[src/rtl/fetch_pkg.sv]
// Shared definitions for the instruction-fetch stage.
//   XLEN             : address / instruction width
//   NOP_INSTR        : addi x0,x0,0, presented whenever IF/ID holds a bubble
//   RESET_PC_DEFAULT : first fetch address after reset
//   fetch_entry_t    : {valid, instr, pc} tuple used by the IF/ID register and the skid buffer
package fetch_pkg;
  localparam int XLEN = 32;
  localparam logic [XLEN-1:0] NOP_INSTR        = 32'h0000_0013;
  localparam logic [XLEN-1:0] RESET_PC_DEFAULT = 32'h0000_0000;

  typedef struct packed {
    logic            valid;
    logic [XLEN-1:0] instr;
    logic [XLEN-1:0] pc;
  } fetch_entry_t;

  // Bubble entry; the pc field is carried along only so it does not toggle needlessly.
  function automatic fetch_entry_t bubble(input logic [XLEN-1:0] pc);
    fetch_entry_t e;
    e.valid = 1'b0;
    e.instr = NOP_INSTR;
    e.pc    = pc;
    return e;
  endfunction
endpackage

[src/rtl/fetch_skid_buffer.sv]
// One-entry skid buffer holding a fetched word that arrived while IF/ID was stalled.
//   clk, rst : clock, synchronous active-high reset
//   flush    : drop the held entry (redirect); wins over wr_en and rd_en
//   wr_en    : capture wr_data
//   rd_en    : consumer takes the held entry this cycle
//   valid    : an entry is held
//   rd_data  : held entry
module fetch_skid_buffer
  import fetch_pkg::*;
(
  input  logic         clk,
  input  logic         rst,
  input  logic         flush,
  input  logic         wr_en,
  input  fetch_entry_t wr_data,
  input  logic         rd_en,
  output logic         valid,
  output fetch_entry_t rd_data
);
  logic         r_valid;
  fetch_entry_t r_data;

  always_ff @(posedge clk) begin
    if (rst) begin
      r_valid <= 1'b0;
      r_data  <= bubble('0);
    end else if (flush) begin
      r_valid <= 1'b0;
    end else if (wr_en) begin
      r_valid <= 1'b1;
      r_data  <= wr_data;
    end else if (rd_en) begin
      r_valid <= 1'b0;
    end
  end

  assign valid   = r_valid;
  assign rd_data = r_data;
endmodule

[src/rtl/fetch_stage.sv]
// Instruction-fetch stage: PC register, request issue to a 1-cycle synchronous
// instruction memory, IF/ID register and a one-entry skid buffer for stalls.
//   clk, rst        : clock, synchronous active-high reset
//   stall_i         : hold IF/ID, issue no new sequential fetch
//   redirect_i      : flush and restart at redirect_pc_i (bits [1:0] ignored)
//   imem_req_o/addr : fetch request and byte address
//   imem_rdata_i    : read data, one cycle after the request
//   valid_o/instr_o/pc_o/pc_plus4_o : IF/ID contents toward the decoders
module fetch_stage #(
  parameter int                  XLEN     = fetch_pkg::XLEN,
  parameter logic [XLEN-1:0]     RESET_PC = fetch_pkg::RESET_PC_DEFAULT
) (
  input  logic            clk,
  input  logic            rst,
  input  logic            stall_i,
  input  logic            redirect_i,
  input  logic [XLEN-1:0] redirect_pc_i,
  output logic            imem_req_o,
  output logic [XLEN-1:0] imem_addr_o,
  input  logic [XLEN-1:0] imem_rdata_i,
  output logic            valid_o,
  output logic [XLEN-1:0] instr_o,
  output logic [XLEN-1:0] pc_o,
  output logic [XLEN-1:0] pc_plus4_o
);
  import fetch_pkg::*;

  localparam logic [XLEN-1:0] W4 = XLEN'(4);

  logic            r_inflight;
  logic [XLEN-1:0] r_pc, r_inflight_pc;
  fetch_entry_t    r_ifid;

  logic            w_issue, w_skid_valid, w_skid_wr, w_skid_rd;
  logic [XLEN-1:0] w_addr;
  fetch_entry_t    w_resp, w_skid_data;

  // A redirect always issues its target, even under stall, so it starts as early as possible.
  assign w_issue = !rst && (redirect_i || !stall_i);
  assign w_addr  = redirect_i ? (redirect_pc_i & ~XLEN'(3)) : r_pc;

  assign w_resp = '{valid: 1'b1, instr: imem_rdata_i, pc: r_inflight_pc};

  // Under stall nothing new issues, so only the single in-flight word needs parking.
  assign w_skid_wr = !redirect_i && stall_i && r_inflight;
  assign w_skid_rd = !redirect_i && !stall_i;

  fetch_skid_buffer u_skid (
    .clk     (clk),
    .rst     (rst),
    .flush   (redirect_i),
    .wr_en   (w_skid_wr),
    .wr_data (w_resp),
    .rd_en   (w_skid_rd),
    .valid   (w_skid_valid),
    .rd_data (w_skid_data)
  );

  always_ff @(posedge clk) begin
    if (rst) begin
      r_pc          <= RESET_PC;
      r_inflight    <= 1'b0;
      r_inflight_pc <= '0;
      r_ifid        <= bubble('0);
    end else begin
      if (w_issue) begin
        r_pc          <= w_addr + W4;
        r_inflight    <= 1'b1;
        r_inflight_pc <= w_addr;
      end else begin
        r_inflight    <= 1'b0;
      end

      // Redirect discards IF/ID and this cycle's response; skid drains before
      // the response so program order survives a stall release.
      if (redirect_i)        r_ifid <= bubble(r_ifid.pc);
      else if (!stall_i) begin
        if (w_skid_valid)    r_ifid <= w_skid_data;
        else if (r_inflight) r_ifid <= w_resp;
        else                 r_ifid <= bubble(r_ifid.pc);
      end
    end
  end

  assign imem_req_o  = w_issue;
  assign imem_addr_o = w_addr;
  assign valid_o     = r_ifid.valid;
  assign instr_o     = r_ifid.instr;
  assign pc_o        = r_ifid.pc;
  assign pc_plus4_o  = r_ifid.pc + W4;
endmodule

[config.mk]
export PLATFORM = sky130hd
export DESIGN_NAME = fetch_stage
export DESIGN_NICKNAME = d
export VERILOG_FILES = /design/src/rtl/fetch_pkg.sv /design/src/rtl/fetch_skid_buffer.sv /design/src/rtl/fetch_stage.sv
export SDC_FILE = /design/constraint.sdc
export NUM_CORES = 1
export LEC_CHECK = 0
export ABC_AREA = 1
export ABC_CLOCK_PERIOD_IN_PS = 4600
export CAP_MARGIN = 20
export CORE_MARGIN = 4
export CORE_UTILIZATION = 40
export CTS_CLUSTER_SIZE = 30
export DETAILED_ROUTE_END_ITERATION = 10
export DONT_BUFFER_PORTS = 1
export HOLD_SLACK_MARGIN = 0.12
export SLEW_MARGIN = 20
export SYNTH_ARGS = -nofsm -noshare
export SYNTH_HDL_FRONTEND = slang
export SYNTH_SLANG_ARGS = --single-unit
[constraint.sdc]
create_clock -name clk -period 4.6 [get_ports clk]
set_input_delay 0.92 -clock clk [delete_from_list [all_inputs] [get_ports clk]]
set_output_delay 0.92 -clock clk [all_outputs]
set_load 0.1 [all_outputs]
# == Word-level counts from Yosys, hierarchy flattened ==
# Index checks and enable logic that the tools add are counted.
# Widths: inputs -> output; s select.
# word_totals
register_bits,196
inputBits,68
output_inout_bits,130
elab_cells,33
# classes
add_sub_neg,2
muxes,6
n_bitwise,2
n_reduce_logical,13
# ops
op,count
$mux 65,2
$add 32x3->32 const B,2
$mux 32,1
$logic_and 1x1->1,4
$reduce_bool 2->1,2
$logic_not 1->1,3
$mux 1,3
$reduce_and 3->1,1
$not 1->1,2
$reduce_and 2->1,1
$reduce_or 2->1,1
$logic_or 1x1->1,1

# == Logic depth before layout (Yosys ltp) ==
# depth
ltp_word,4
ltp_mapped,14
mapped_depth_nobuf,12

# == By module ==
# From an unflattened synthesis, not the netlist that was laid out.
# hier_totals
cells_unflattened,1421
area_unflattened_um2,9549.2
# by_module_without_submodules
module,n_inst,cells_per_inst,area_per_inst_um2,seq_area_each_um2
fetch_stage,1,1000,6785.3,2562.5
fetch_skid_buffer,1,421,2763.9,1321.3

# == Least setup slack after synthesis ==
# No wires, ideal clock.
# synth_path
kind,register -> output
start,"register r_ifid, in the netlist pc_o[2]"
end,output port pc_plus4_o[24]
arrival_time_ps,3666
required_ps,3680
setup_slack_ps,14
path_stages_with_launch,8
n_path_buf,0
path_cell_list,dfxtp_1 > ha_1 > inv_1 > nor2_1 > nand4_1 > nor2_1 > nand2_1 > xnor2_1
# synth_via
elab_chain_len,1
# synth_lines
item,line,rtl
"start, declared",fetch_stage.sv:32,fetch_entry_t r_ifid;
"start signal, assigned",fetch_stage.sv:64,r_ifid <= bubble('0);
"start signal, assigned",fetch_stage.sv:76,if (redirect_i) r_ifid <= bubble(r_ifid.pc);
"start signal, assigned",fetch_stage.sv:78,if (w_skid_valid) r_ifid <= w_skid_data;
$add 32x3->32,fetch_stage.sv:90,assign pc_plus4_o = r_ifid.pc + W4;
"end, declared",fetch_stage.sv:24,output logic [XLEN-1:0] pc_plus4_o
# Every way passes these cells.

# == Worst setup path after layout ==
# layout_path
start,"register r_ifid, in the netlist pc_o[3]"
end,output port pc_plus4_o[30]
# The elaborated chain is that of the path after synthesis.

==> key figures <==
Status
  • Run status: complete, no violations

Synth
  • Top post-synthesis cells by count: nand2_1 (260), dfxtp_1 (194), nor2_1 (186)
  • Commonest register cell after synthesis: dfxtp_1
  • Yosys reg bits: slightly below 200
  • Synth Instances: about 1200
  • Most numerous cell in the Yosys netlist: nand2_1
  • Post-synth EDFFs: 0
  • Main area contributors after synthesis: dfxtp_1 (43%), nand2_1 (11%), o21ai_0 (8.6%)
  • Mean Syn Cell Area: around 7 um2
  • Synthesized area: just under 0.009 mm2
  • Synth area leader: dfxtp_1
  • Sequential fraction of the synthesis area: 0.435
  • Netlist cell types: 38
  • YS warnings: 0
  • Ys async rst share: 0
  • Post-synth net total: roughly 1300
  • Synth top area share: 0.435

Cells and area
  • P&R area growth vs syn: 15.5%
  • Fillers: about 2200
  • Final #Nets: about 1300
  • Register area: 0.00389 mm2
  • Share of cells above drive strength 1: 0.158
  • Layout Cells excl Fill: 1555
  • Antenna cell count: 0
  • Footprint of the multi-input gates: roughly 0.0047 mm2
  • Design area: approximately 0.010 mm2

Critical path
  • Crit Path Max Fanout: 6
  • WS Path Type: flip-flop to primary output
  • Setup crit start kind: flip-flop
  • CP required: ~3.7 ns
  • CP max stage delay: 0.39 ns
  • Crit. Startpoint: pc_o[3]
  • Crit path DAT: roughly 3.0 ns
  • Critical path endpoint category: primary output
  • Crit-path slowest cell: nor2_1
  • Worst path cell trace: buf_4 > ha_1 > inv_1 > nor2_1 > nand4_1 > nor2_1 > nand2_1 > xnor2_2 > buf_4
  • Reg-to-reg startpoint: u_skid.valid

Floorplanning
  • Row count: 54
  • Die Height: roughly 160 um
  • Die width: 157 um
  • Starting Density: 0.408
  • Core Region: between 0.02 and 0.025 mm2
  • Die ar.: 0.0248 mm2
  • I/O pin cnt: 198

Power and ir drop
  • Worst vdd ir: between 200 and 250 uV
  • PD cells: 404 mW/mm2
  • Leak: 4.26 nW

Global routing
  • GRT Resource Usage Total: 0.195
  • First-pass GRT wire length: between 30 and 40 mm
  • Total congestion overflow: 0
  • Vias in the first global route: ~7300
  • Largest net degree at the start of global routing: ~70
  • Initial antenna violation count: 0

Clocking
  • Hold_buf cts: 0
  • # clock sinks: between 150 and 200
  • Clock transition at the registers of the reported paths: ~0.080 ns
  • H-tree depth: 4
  • Num CTS Buffers: 17
  • Skew-Pair Late Insertion Delay: about 0.44 ns
  • Post-CTS setup repair buffer count: 0
  • Gates resized, CTS repair: 0
  • CTS tree: built
  • Clk root buf: clkbuf_16
  • Clock tree buffer depth: 2

Routing
  • Wirelength per Cell: between 15 and 20 um
  • Detailed-route DRC error count: 0
  • First-pass DRT Iterations: 5
  • Vias per inst: ~5.3
  • Initial DRC Count: between 700 and 800
  • Via count: ~8200
  • Antenna-violating nets left: 0
  • Total Wirelength: 25.0 mm

Timing
  • Final WS setup: 0.666 ns
  • RSZ-0062 raised after global routing: false
  • Total negative slack: 0 ns
  • Fin crit share: 0.855
  • Slew headroom: 0.210
  • Final setup violation count: 0
  • Min Clock Period, post-route: ~3.9 ns
  • Achievable frequency: 0.254 GHz
  • Clk_skew: roughly 0.011 ns
  • Measured slew at the worst slew-check pin: ~1.2 ns
  • Slew Viols, Final: 0
  • Final Hold Fails: 0

Place
  • Pre-CTS setup slack: around 1.1 ns
  • RD Place Congestion: just under 0.9
  • Hpwl dp: 16.7 mm
  • Post-placement cell count: between 1500 and 2000
  • Port Buffers: 0
  • Dpl cell area: between 0.009 and 0.01 mm2

Job
  • Max Cap Viol: 0

Min path
  • Hold/Removal Path Class: flip-flop to flip-flop
  • Min-delay src: r_pc[11]
[final cells by class]
class	instances	area share
Timing Repair Buffer	73	0.0531
Multi-Input combinational cell	917	0.455
Tap cell	280	0.0340
Clock inverter	15	0.0178
Sequential cell	194	0.377
Inverter	59	0.0222
Clock buffer	17	0.0412
[state kept, by name (all words and copies together) (netlist names)]
signal,count
pc_o,32
u_skid.rd_data,65
r_inflight,1
valid_o,1
r_inflight_pc,30
instr_o,32
r_pc,32
u_skid.valid,1
[through the flow]
step	hold WS [ns]	utilization	total power, mW
after floorplan	0.421	-	2.54
after CTS	0.458	0.471	4.20
after global placement	0.431	0.443	2.67
after detailed placement	0.445	0.443	2.67
final	0.458	0.471	4.17
after global routing	0.468	0.471	4.33
[report_power, final]
part / leakage [nW] / internal, mW / switching [mW]
logic: 2.38 / 0.135 / 0.592
registers: 1.59 / 1.76 / 0.146
clock network: 0.295 / 0.786 / 0.747
[path summary, 6_finish.rpt]
kind	to	slack, ns	depth (start not counted)
max	pc_plus4_o[30]	0.67	9
min	r_pc[11]	0.46	2
max reg2reg	pc_o[7]	2.12	5
min reg2reg	r_pc[11]	0.46	2
[cell usage in the layout (no fill, tap or decap), types with 2 or more instances in the layout]
| cell | netlist | layout |
|---|---|---|
| nand2_1 | 260 | 260 |
| dfxtp_1 | 194 | 191 |
| nor2_1 | 186 | 182 |
| o21ai_0 | 153 | 153 |
| a21oi_1 | 98 | 97 |
| buf_4 | 3 | 73 |
| inv_1 | 53 | 52 |
| nand3_1 | 52 | 52 |
| a22oi_1 | 32 | 32 |
| nand2_2 | 22 | 22 |
| nor2_2 | 17 | 17 |
| nand4_1 | 17 | 17 |
| clkbuf_16 | 0 | 17 |
| nor3_1 | 14 | 14 |
| xor2_2 | 0 | 14 |
| xnor2_2 | 0 | 12 |
| nor2_4 | 4 | 8 |
| inv_6 | 1 | 6 |
| inv_2 | 5 | 5 |
| o211ai_1 | 5 | 5 |
| o21ai_2 | 4 | 4 |
| nand2_4 | 4 | 4 |
| o221ai_1 | 4 | 4 |
| inv_8 | 0 | 4 |
| a22o_1 | 3 | 3 |
| clkinv_8 | 0 | 3 |
| dfxtp_2 | 0 | 3 |
| nand3b_1 | 2 | 2 |
| o21a_1 | 2 | 2 |
| o22ai_1 | 2 | 2 |
| ha_1 | 2 | 2 |
[metal layers]
metal / track usage / vias up / part of all wire
li1: - / 4154 / -
met1: 0.299 / 3739 / 0.49
met2: 0.272 / 295 / 0.41
met3: 0.0492 / 28 / 0.085
met4: 0.0500 / 0 / 0.014
met5: 0 / - / 0
[worst max-delay path: cells and delay by family, from the launching register on]
| family | cells | cell delay [ns] |
|---|---|---|
| xor gates and xnor gates | 1 | 0.14 |
| adders and majority gates | 1 | 0.30 |
| buffers and inverters | 3 | 0.69 |
| DFF | 1 | 0.36 |
| and+or+nand+nor | 4 | 1.09 |
[logic make-up (layout without fill, tap and decap cells)]
kind of cell,Yosys count,count (layout),synth area share
AOI/OAI and AO/OA,306,306,0.191
DFF,194,194,0.435
xor gates and xnor gates,27,27,0.0265
adders and majority gates,2,2,0.00280
and+or+nand+nor,582,582,0.280
buffers and inverters,133,164,0.0658
Note: power is estimated with default switching activity, not from simulation.
